--- src/rtl/neurram_spi_pkg.sv ---
// NeuRRAM 2-lane scan/SPI responder: shared types and constants.
// Imported by the interface, the synchronizer and the top.
package neurram_spi_pkg;

  localparam int NUM_LANES      = 2;
  localparam int DEF_SPI_LENGTH = 256;

  typedef enum logic [1:0] {
    S_IDLE = 2'd0,
    S_HIGH = 2'd1,
    S_LOW  = 2'd2
  } state_t;

endpackage

--- src/rtl/neurram_spi_responder_if.sv ---
// Serial link between the FPGA shift controller and the chain responder.
// The controller drives clock and lane data; the responder drives lane LSBs back.
interface neurram_spi_responder_if;
  import neurram_spi_pkg::*;

  logic                 spi_clk_in;
  logic [NUM_LANES-1:0] spi_din;
  logic [NUM_LANES-1:0] spi_dout;

  modport master (
    output spi_clk_in,
    output spi_din,
    input  spi_dout
  );

  modport slave (
    input  spi_clk_in,
    input  spi_din,
    output spi_dout
  );

endinterface

--- src/rtl/neurram_sync_edge.sv ---
// N-stage synchronizer over {data, clock}; bit 0 is the serial clock.
// Rise/fall pulses come from the synchronized clock so data stays aligned.
module neurram_sync_edge #(
  parameter int WIDTH  = 3,
  parameter int STAGES = 2
) (
  input  logic             clk,
  input  logic             rst,
  input  logic [WIDTH-1:0] i_d,
  output logic [WIDTH-2:0] o_data,
  output logic             o_rise,
  output logic             o_fall
);

  logic [WIDTH-1:0] w_q;
  logic             r_prev;

  if (STAGES == 0) begin : g_bypass
    assign w_q = i_d;
  end else begin : g_sync
    logic [WIDTH-1:0] r_sync [STAGES];

    // shift the raw inputs through the synchronizer chain
    always_ff @(posedge clk) begin
      if (rst) begin
        for (int i = 0; i < STAGES; i++)
          r_sync[i] <= '0;
      end else begin
        r_sync[0] <= i_d;
        for (int i = 1; i < STAGES; i++)
          r_sync[i] <= r_sync[i-1];
      end
    end

    assign w_q = r_sync[STAGES-1];
  end

  // previous synchronized clock level for edge detection
  always_ff @(posedge clk) begin
    if (rst) r_prev <= 1'b0;
    else     r_prev <= w_q[0];
  end

  assign o_data = w_q[WIDTH-1:1];
  assign o_rise = w_q[0] & ~r_prev;
  assign o_fall = ~w_q[0] & r_prev;

endmodule

--- src/rtl/neurram_spi_responder.sv ---
// Chip-side end of the 2-lane NeuRRAM scan link: two shift chains,
// frame capture, preload, and a mid-frame inactivity abort.
module neurram_spi_responder
  import neurram_spi_pkg::*;
#(
  parameter int SPI_LENGTH     = DEF_SPI_LENGTH,
  parameter int SYNC_STAGES    = 2,
  parameter int TIMEOUT_CYCLES = 4095,
  localparam int CW = $clog2(SPI_LENGTH),
  localparam int IW = $clog2(TIMEOUT_CYCLES + 1)
) (
  input  logic                  clk,
  input  logic                  rst,
  neurram_spi_responder_if.slave spi,
  input  logic                  i_load_en,
  input  logic [SPI_LENGTH-1:0] i_load_data0,
  input  logic [SPI_LENGTH-1:0] i_load_data1,
  output logic [SPI_LENGTH-1:0] o_capture0,
  output logic [SPI_LENGTH-1:0] o_capture1,
  output logic [CW-1:0]         o_bit_count,
  output logic                  o_busy,
  output logic                  o_frame_done,
  output logic                  o_load_err,
  output logic                  o_timeout_err
);

  state_t r_state, w_state_nx;

  logic [NUM_LANES-1:0]  w_din;
  logic                  w_rise, w_fall, w_edge;
  logic [NUM_LANES-1:0]  r_samp, r_dout;
  logic [CW-1:0]         r_bit_count;
  logic [IW-1:0]         r_idle_cnt;
  logic [SPI_LENGTH-1:0] r_chain0, r_chain1;
  logic [SPI_LENGTH-1:0] w_chain0_sh, w_chain1_sh;
  logic [SPI_LENGTH-1:0] r_cap0, r_cap1;
  logic                  r_done, r_tmo, r_lerr;
  logic                  w_last, w_tmo_hit;
  logic                  w_samp_en, w_shift, w_done;
  logic                  w_tmo, w_load, w_lerr;

  neurram_sync_edge #(
    .WIDTH  (NUM_LANES + 1),
    .STAGES (SYNC_STAGES)
  ) u_sync (
    .clk    (clk),
    .rst    (rst),
    .i_d    ({spi.spi_din, spi.spi_clk_in}),
    .o_data (w_din),
    .o_rise (w_rise),
    .o_fall (w_fall)
  );

  assign w_edge    = w_rise | w_fall;
  assign w_last    = r_bit_count == CW'(SPI_LENGTH - 1);
  assign w_tmo_hit = r_idle_cnt == IW'(TIMEOUT_CYCLES - 1);

  assign w_chain0_sh = {r_samp[0], r_chain0[SPI_LENGTH-1:1]};
  assign w_chain1_sh = {r_samp[1], r_chain1[SPI_LENGTH-1:1]};

  // state register
  always_ff @(posedge clk) begin
    if (rst) r_state <= S_IDLE;
    else     r_state <= w_state_nx;
  end

  // next state and per-cycle strobes; an edge always beats a timeout
  always_comb begin
    w_state_nx = r_state;
    w_samp_en  = 1'b0;
    w_shift    = 1'b0;
    w_done     = 1'b0;
    w_tmo      = 1'b0;
    w_load     = 1'b0;
    w_lerr     = 1'b0;
    unique case (r_state)
      S_IDLE: begin
        if (w_rise) begin
          w_samp_en  = 1'b1;
          w_state_nx = S_HIGH;
        end
        if (i_load_en) begin
          if (w_edge) w_lerr = 1'b1;
          else        w_load = 1'b1;
        end
      end
      S_HIGH: begin
        w_lerr = i_load_en;
        if (w_fall) begin
          w_shift = 1'b1;
          if (w_last) begin
            w_done     = 1'b1;
            w_state_nx = S_IDLE;
          end else begin
            w_state_nx = S_LOW;
          end
        end else if (!w_rise && w_tmo_hit) begin
          w_tmo      = 1'b1;
          w_state_nx = S_IDLE;
        end
      end
      S_LOW: begin
        w_lerr = i_load_en;
        if (w_rise) begin
          w_samp_en  = 1'b1;
          w_state_nx = S_HIGH;
        end else if (!w_fall && w_tmo_hit) begin
          w_tmo      = 1'b1;
          w_state_nx = S_IDLE;
        end
      end
      default: w_state_nx = S_IDLE;
    endcase
  end

  // lane sample, chains and frame capture
  always_ff @(posedge clk) begin
    if (rst) begin
      r_samp   <= '0;
      r_chain0 <= '0;
      r_chain1 <= '0;
      r_cap0   <= '0;
      r_cap1   <= '0;
      r_dout   <= '0;
    end else begin
      if (w_samp_en) r_samp <= w_din;
      if (w_shift) begin
        r_chain0 <= w_chain0_sh;
        r_chain1 <= w_chain1_sh;
      end else if (w_load) begin
        r_chain0 <= i_load_data0;
        r_chain1 <= i_load_data1;
      end
      if (w_done) begin
        r_cap0 <= w_chain0_sh;
        r_cap1 <= w_chain1_sh;
      end
      r_dout <= {r_chain1[0], r_chain0[0]};
    end
  end

  // bit and inactivity counters
  always_ff @(posedge clk) begin
    if (rst) begin
      r_bit_count <= '0;
      r_idle_cnt  <= '0;
    end else begin
      if (w_done || w_tmo)
        r_bit_count <= '0;
      else if (w_shift)
        r_bit_count <= r_bit_count + 1'b1;
      if (w_edge || w_tmo || r_state == S_IDLE)
        r_idle_cnt <= '0;
      else
        r_idle_cnt <= r_idle_cnt + 1'b1;
    end
  end

  // status pulses and sticky load error
  always_ff @(posedge clk) begin
    if (rst) begin
      r_done <= 1'b0;
      r_tmo  <= 1'b0;
      r_lerr <= 1'b0;
    end else begin
      r_done <= w_done;
      r_tmo  <= w_tmo;
      r_lerr <= r_lerr | w_lerr;
    end
  end

  assign spi.spi_dout   = r_dout;
  assign o_capture0     = r_cap0;
  assign o_capture1     = r_cap1;
  assign o_bit_count    = r_bit_count;
  assign o_busy         = r_state != S_IDLE;
  assign o_frame_done   = r_done;
  assign o_load_err     = r_lerr;
  assign o_timeout_err  = r_tmo;

endmodule

--- src/flat_wrapper.sv ---
// flat-port wrapper written by rule: the top's interface ports become plain ports
module neurram_spi_responder_flat import neurram_spi_pkg::*;
#(
  parameter int SPI_LENGTH     = DEF_SPI_LENGTH,
  parameter int SYNC_STAGES    = 2,
  parameter int TIMEOUT_CYCLES = 4095,
  localparam int CW = $clog2(SPI_LENGTH),
  localparam int IW = $clog2(TIMEOUT_CYCLES + 1)
)
  (clk, rst, i_load_en, i_load_data0, i_load_data1, o_capture0, o_capture1, o_bit_count, o_busy, o_frame_done, o_load_err, o_timeout_err, spi_spi_clk_in, spi_spi_din, spi_spi_dout);
  neurram_spi_responder_if spi_i ();
  input  logic clk;
  input  logic rst;
  input  logic i_load_en;
  input  logic [SPI_LENGTH-1:0] i_load_data0;
  input  logic [SPI_LENGTH-1:0] i_load_data1;
  output logic [SPI_LENGTH-1:0] o_capture0;
  output logic [SPI_LENGTH-1:0] o_capture1;
  output logic [CW-1:0] o_bit_count;
  output logic o_busy;
  output logic o_frame_done;
  output logic o_load_err;
  output logic o_timeout_err;
  input wire logic [$bits(spi_i.spi_clk_in)-1:0] spi_spi_clk_in;
  input wire logic [$bits(spi_i.spi_din)-1:0] spi_spi_din;
  output wire logic [$bits(spi_i.spi_dout)-1:0] spi_spi_dout;
  assign spi_i.spi_clk_in = spi_spi_clk_in;
  assign spi_i.spi_din = spi_spi_din;
  assign spi_spi_dout = spi_i.spi_dout;
  neurram_spi_responder #(.SPI_LENGTH(SPI_LENGTH), .SYNC_STAGES(SYNC_STAGES), .TIMEOUT_CYCLES(TIMEOUT_CYCLES)) u_core (.clk(clk), .rst(rst), .spi(spi_i), .i_load_en(i_load_en), .i_load_data0(i_load_data0), .i_load_data1(i_load_data1), .o_capture0(o_capture0), .o_capture1(o_capture1), .o_bit_count(o_bit_count), .o_busy(o_busy), .o_frame_done(o_frame_done), .o_load_err(o_load_err), .o_timeout_err(o_timeout_err));
endmodule
--- config.mk ---
export PLATFORM = sky130hd
export DESIGN_NAME = neurram_spi_responder_flat
export DESIGN_NICKNAME = d
export VERILOG_FILES = /design/src/rtl/neurram_spi_pkg.sv /design/src/rtl/neurram_spi_responder_if.sv /design/src/rtl/neurram_sync_edge.sv /design/src/rtl/neurram_spi_responder.sv /design/src/flat_wrapper.sv
export SDC_FILE = /design/constraint.sdc
export NUM_CORES = 2
export LEC_CHECK = 0
export CORE_AREA = 2 2 401 403
export CTS_CLUSTER_DIAMETER = 30
export DETAILED_ROUTE_END_ITERATION = 6
export DIE_AREA = 0 0 403 405
export MAX_ROUTING_LAYER = met4
export PLACE_DENSITY = 0.45
export RECOVER_POWER = 25
export SLEW_MARGIN = 5
export SYNTH_ARGS = -nofsm -noshare
export SYNTH_HDL_FRONTEND = slang
export SYNTH_HIERARCHICAL = 1
export SYNTH_SLANG_ARGS = --single-unit
--- constraint.sdc ---
create_clock -name clk -period 1.69 [get_ports clk]
set_input_delay 0.169 -clock clk [delete_from_list [all_inputs] [get_ports clk]]
set_output_delay 0.169 -clock clk [all_outputs]
set_load 0.01 [all_outputs]
# --- Word level (Yosys, flattened, before mapping) ---
# Memory sizes are Yosys's and may differ from the RTL's.
# Cells that the tools add are included.
word_totals:
  ff_bits: 1054
  ramBits: 6
  elab_cells: 80
  n_memories: 1
op_classes:
  add_sub_neg: 2
  eq_ne: 7
  n_mux: 34
  n_bitwise: 8
  n_reduce_logical: 15
memory_table:
  columns: ["memory", "words", "word_bits", "read_ports", "rd_ports_with_merged_regs", "wr", "line_no", "source"]
  rows:
  - ["u_core.u_sync.g_sync.r_sync", 2, 3, 2, 0, 2, "neurram_sync_edge.sv:21", "logic [WIDTH-1:0] r_sync [STAGES];"]
ops:
  columns: ["op", "n"]
  rows:
  - ["$mux 256", 4]
  - ["$mux 1", 19]
  - ["$add 12x1->12 const B", 1]
  - ["$eq 12x12->1 const B", 1]
  - ["$mux 2", 6]
  - ["$add 8x1->8 const B", 1]
  - ["$eq 8x8->1 const B", 1]
  - ["$reduce_or 2->1", 4]
  - ["$mux 3", 2]
  - ["$ne 3x1->1 const B", 2]
  - ["$pmux 2 s3", 1]
  - ["$or 1x1->1", 4]
  - ["$pmux 1 s2", 2]
  - ["$reduce_bool 2->1", 2]
  - ["$logic_or 1x1->1", 3]
  - ["$reduce_and 3->1", 1]
  - ["$and 1x1->1", 2]
  - ["$eq 2x1->1 const B", 1]
  - ["$eq 2x2->1 const B", 1]
  - ["$logic_and 1x1->1", 2]
  - ["$logic_not 1->1", 2]
  - ["$logic_not 2->1", 1]
  - ["$ne 2x1->1 const B", 1]
  - ["$not 1->1", 2]

# --- Depth between registers and ports, before layout ---
depth:
  ltp_word: 10
  depth_mapped: 10
  ltp_nobuf: 6

# --- Modules after synthesis ---
# Netlist, hierarchy kept.
by_module_without_submodules:
  columns: ["module", "n_inst", "cells_per_inst", "area_each_um2"]
  rows:
  - ["neurram_spi_responder", 1, 4131, 38283.0]
  - ["neurram_sync_edge", 1, 18, 211.5]

# --- Worst setup path after synthesis ---
# Ideal clock, no wire load.
synth_path:
  path_type: "register to register"
  start: "memory u_core.u_sync.g_sync.r_sync[1][0], in the netlist u_core/u_sync/g_sync.r_sync[0][3]"
  end: "register u_core.r_state[0]"
  setup_ns: 0.123
  t_arrival_ns: 1.747
  slack_ns: -0.181
  path_stages_with_launch: 6
  n_path_buf: 0
  synth_period_minus_slack_ns: 1.871
  path_cell_list: "dfxtp_1 nor2b_1 or2_4 or4_4 o21a_1 mux2_1"
synth_rtl:
  columns: ["item", "line_no", "source"]
  rows:
  - ["start: declaration", "neurram_sync_edge.sv:21", null]
  - ["end signal: assignment", "neurram_spi_responder.sv:64", "else r_state <= w_state_nx;"]
  - ["end: declaration", "neurram_spi_responder.sv:27", "state_t r_state, w_state_nx;"]

==> out/qor.txt <==
relative slew slack: 20.4%
count of input and output buffers: 1043
path type of the worst min-delay path: in2reg
CTS H-tree depth: 5
TritonCTS clock tree: done
clock latency on the worst-skew pair: 0.88 ns
detail-routed net length per standard cell: 22.6 um
type of element launching the critical path: flop
worst reg2reg path endpoint: u_core/r_chain1[161]$_SDFFE_PP0P_
crit-path cells: nor2b_4 -> or2_4 -> o21ai_4 -> buf_12 -> buf_16 -> buf_16 -> buf_12 -> buf_12 -> nor2_4 -> a311oi_2
die height: 405 um
Switching Share: 24.8%
upper clock frequency limit: 499 MHz
maximum fanout along the worst path: 8
post-DR vias/cell: 4.82
portion of total power attributed to sequential cells: 29.9%
number of design-rule violations left by the first detailed-router iteration: 2660
I/O pins: 1044
min cycle time layout: 2.00 ns
worst ir drop on vdd: 0.000917 V
global-route total usage across every layer: 21.7%
average cell area after synthesis: 9.28 um^2
Finished Cell Area: 0.0693 mm^2
endpoint with the worst hold slack: u_core/r_chain1[23]$_SDFFE_PP0P_
start point of the worst hold path: i_load_data1[23]
RSZ-0062 raised after global routing: true
final setup violation count: 1051
post-synth net total: 4674
internal power: 0.0745 W
sequential-to-total area share from yosys stat: 55.1%
Final period util: 119%
drc violations: 0
commonest non-fill, non-tap cell in the layout: nand2_1
Worst EP arrival: 2.73 ns
footprint of the multi-input gates: 0.0160 mm^2
P&R area growth vs syn: 79.9%
WHS: 0.0647 ns
die boundary width: 403 um
number of buffers added by the clock tree synthesis step: 295
required time at the worst-slack endpoint: 2.42 ns
PD cells: 1430 mW/mm^2
area post-placement: 0.0525 mm^2
Worst Hold Depth: 3
ys async rst share: 0%
number of distinct standard cells referenced by the synthesized netlist: 35
Least-Margin Pin Slew: 1.19 ns
Reg2Reg Launch Point: u_core/u_sync/g_sync.r_sync[0][3]$_SDFF_PP0_
primary flip-flop cell chosen by synthesis mapping: dfxtp_1
type of the worst setup path: reg2reg
largest net degree at the start of global routing: 122
number of global-route vias before repair: 39200
Warnings, synthesis: 6
net switching power: 0.0246 W
fraction of final layout cells with drive strength greater than 1: 21.6%
register bit total from synthesis: 1060
Cell Area, Synth: 0.0385 mm^2
total number of placement rows: 147
vias post-DR: 39500
failing checks: negative setup slack
overflow left after global routing: 0
number of synthesized flops with an enable pin: 0
estimated wirelength of the detail-placed design: 125000 um
Gate power share: 13.1%
Worst Setup End Kind: flop
initial cell density of the core: 24.2%
area leader, netlist: dfxtp_1
fill cell total of the finished layout: 15400
share of the synthesized area in the top cell type: 55.1%
run status: complete, but fails checks
Worst-path clk slew: 0.04 ns
Clk Tree Root Cell: clkbuf_16
area of the placeable core: 0.159 mm^2
aggregate routed wire length: 186000 um
first-pass iteration count of the detailed router: 5
initial antenna violation count: 14
worst reg-to-reg path cell count: 10
Slowest Stage Delay on Critical Path: 0.35 ns
number of antenna-violating nets in the routed design: 0
final weighted congestion of routability-driven global placement: 0.881
Cells after Synth: 4149
static power due to leakage: 28.3 nW
DIE AREA: 0.163 mm^2
most frequent cells in the layout: nand2_1 (1030), dfxtp_1 (942), clkdlybuf4s50_1 (523)
CTS Sinks: 1060
most prevalent standard cell on the critical path: buf_12
wire length of the first global-routing pass: 261000 um
maxcap violations: 0
cell types occupying the most area after synthesis: dfxtp_1 (55%), a22o_1 (12%), a311oi_1 (12%), nand2_1 (10%), nor2_1 (5.2%)
Clock Path Buffers: 4
proportion of power drawn by the clock network: 57.0%
setup slack of the worst register-to-register path: -0.31 ns
Final #Nets: 6408
worst clock skew on the final layout: 0.0823 ns
cell with the biggest individual delay on the critical path: dfxtp_4
register cell area after layout: 0.0214 mm^2
fin worst setup slack: -0.313 ns
final number of hold-violating endpoints: 0
final slew viol count: 0
## power by group through the flow
stage	Sequential, W	Clock, W	Combinational, W
final	0.0297	0.0565	0.0130
after global routing	0.0299	0.0588	0.0140
after CTS	0.0296	0.0573	0.0111
after detailed placement	0.0301	0	0.00911
after global placement	0.0300	0	0.00897
after floorplan	0.0292	0	0.00556
## what timing repair did
action | CTS | global route
endpoints found under the setup margin | 1556 | 1219
endpoints found under the hold margin | 495 | 0
setup buffers | 17 | 27
pin swaps | 67 | 102
gates cloned | 15 | 29
hold buffers | 486 | 0
resized for setup | 1698 | 139
## state kept, by name, indices dropped and copies added (netlist names)
signal,cells
u_core/o_bit_count,8
u_core/o_capture0,256
u_core/o_capture1,256
u_core/o_frame_done,1
u_core/o_load_err,1
u_core/o_timeout_err,1
u_core/r_chain0,256
u_core/r_chain1,256
u_core/r_idle_cnt,12
u_core/r_samp,2
u_core/r_state,2
u_core/spi.spi_dout,2
u_core/u_sync/g_sync.r_sync,6
u_core/u_sync/r_prev,1
## synthesized netlist by cell type, types with 4 or more instances
cell type and count:
a22o_1 512, a311oi_1 512, buf_1 12, buf_2 186, buf_4 4, clkbuf_1 201
dfxtp_1 1060, ha_1 7, inv_1 8, nand2_1 1034, nand3_1 5, nand4_1 7
nor2_1 538, nor2b_1 12, nor3_1 9, xnor2_1 9, xor2_1 8
## area by class of cell
cell class	instances	area share [%]
inverter	8	0.0434
clock buffer	406	12.3
multi-input combinational	2678	23.1
antenna	12	0.0434
sequential	1060	30.9
clock inverter	105	2.29
timing repair buffer	1840	27.6
tap	2086	3.77
## worst max-delay path, delay by kind of cell, from the launching register on
| family | cells | cell delay [ns] |
|---|---|---|
| DFF | 1 | 0.35 |
| AOI/OAI and AO/OA | 2 | 0.41 |
| and+or+nand+nor | 3 | 0.42 |
| buffers and inverters | 5 | 0.71 |
## worst max path at each step
stage                                            startpoint                                end  cells past startpoint
3_3_place_gp                                      i_load_en  u_core/r_chain1[247]$_SDFFE_PP0P_                      7
2_1_floorplan               u_core/u_sync/r_prev$_SDFF_PP0_     u_core/r_state[0]$_SDFFE_PP0P_                      5
3_5_place_dp                                      i_load_en  u_core/r_chain1[250]$_SDFFE_PP0P_                      7
4_1_cts                     u_core/u_sync/r_prev$_SDFF_PP0_   u_core/r_chain1[20]$_SDFFE_PP0P_                     10
5_1_grt        u_core/u_sync/g_sync.r_sync[0][3]$_SDFF_PP0_  u_core/r_chain1[169]$_SDFFE_PP0P_                     10
6_report       u_core/u_sync/g_sync.r_sync[0][3]$_SDFF_PP0_  u_core/r_chain1[161]$_SDFFE_PP0P_                     10
## layer usage
layer | part of all wire, % | vias to the layer above | GRT usage [%]
met4 | 3.6 | 0 | 8.32
met3 | 6.0 | 322 | 5.31
li1 | - | 18600 | -
met5 | 0 | - | -
met2 | 49 | 1361 | 35.8
met1 | 42 | 19200 | 25.5
## logic make-up after synthesis
group | share of synthesized area (%)
mux | 0.111
simple gates | 16.0
buf+inv | 4.65
flops | 55.1
xor+xnor | 0.387
compound gates | 23.5
fa+ha+maj | 0.228
## metrics by stage
stage	power, W	setup slack, ns	cells	util (%)	TNS, ns
2_1_floorplan	0.0347	-0.0785	4149	-	-2.09
3_3_place_gp	0.0390	-0.349	7100	33.0	-214.09
6_report	0.0992	-0.313	8195	43.5	-176.06
4_1_cts	0.0980	-0.268	8129	42.6	-170.83
5_1_grt	0.103	-0.370	8194	43.5	-263.20
3_5_place_dp	0.0392	-0.367	7100	33.0	-231.92
(Power assumes the default switching activity.)
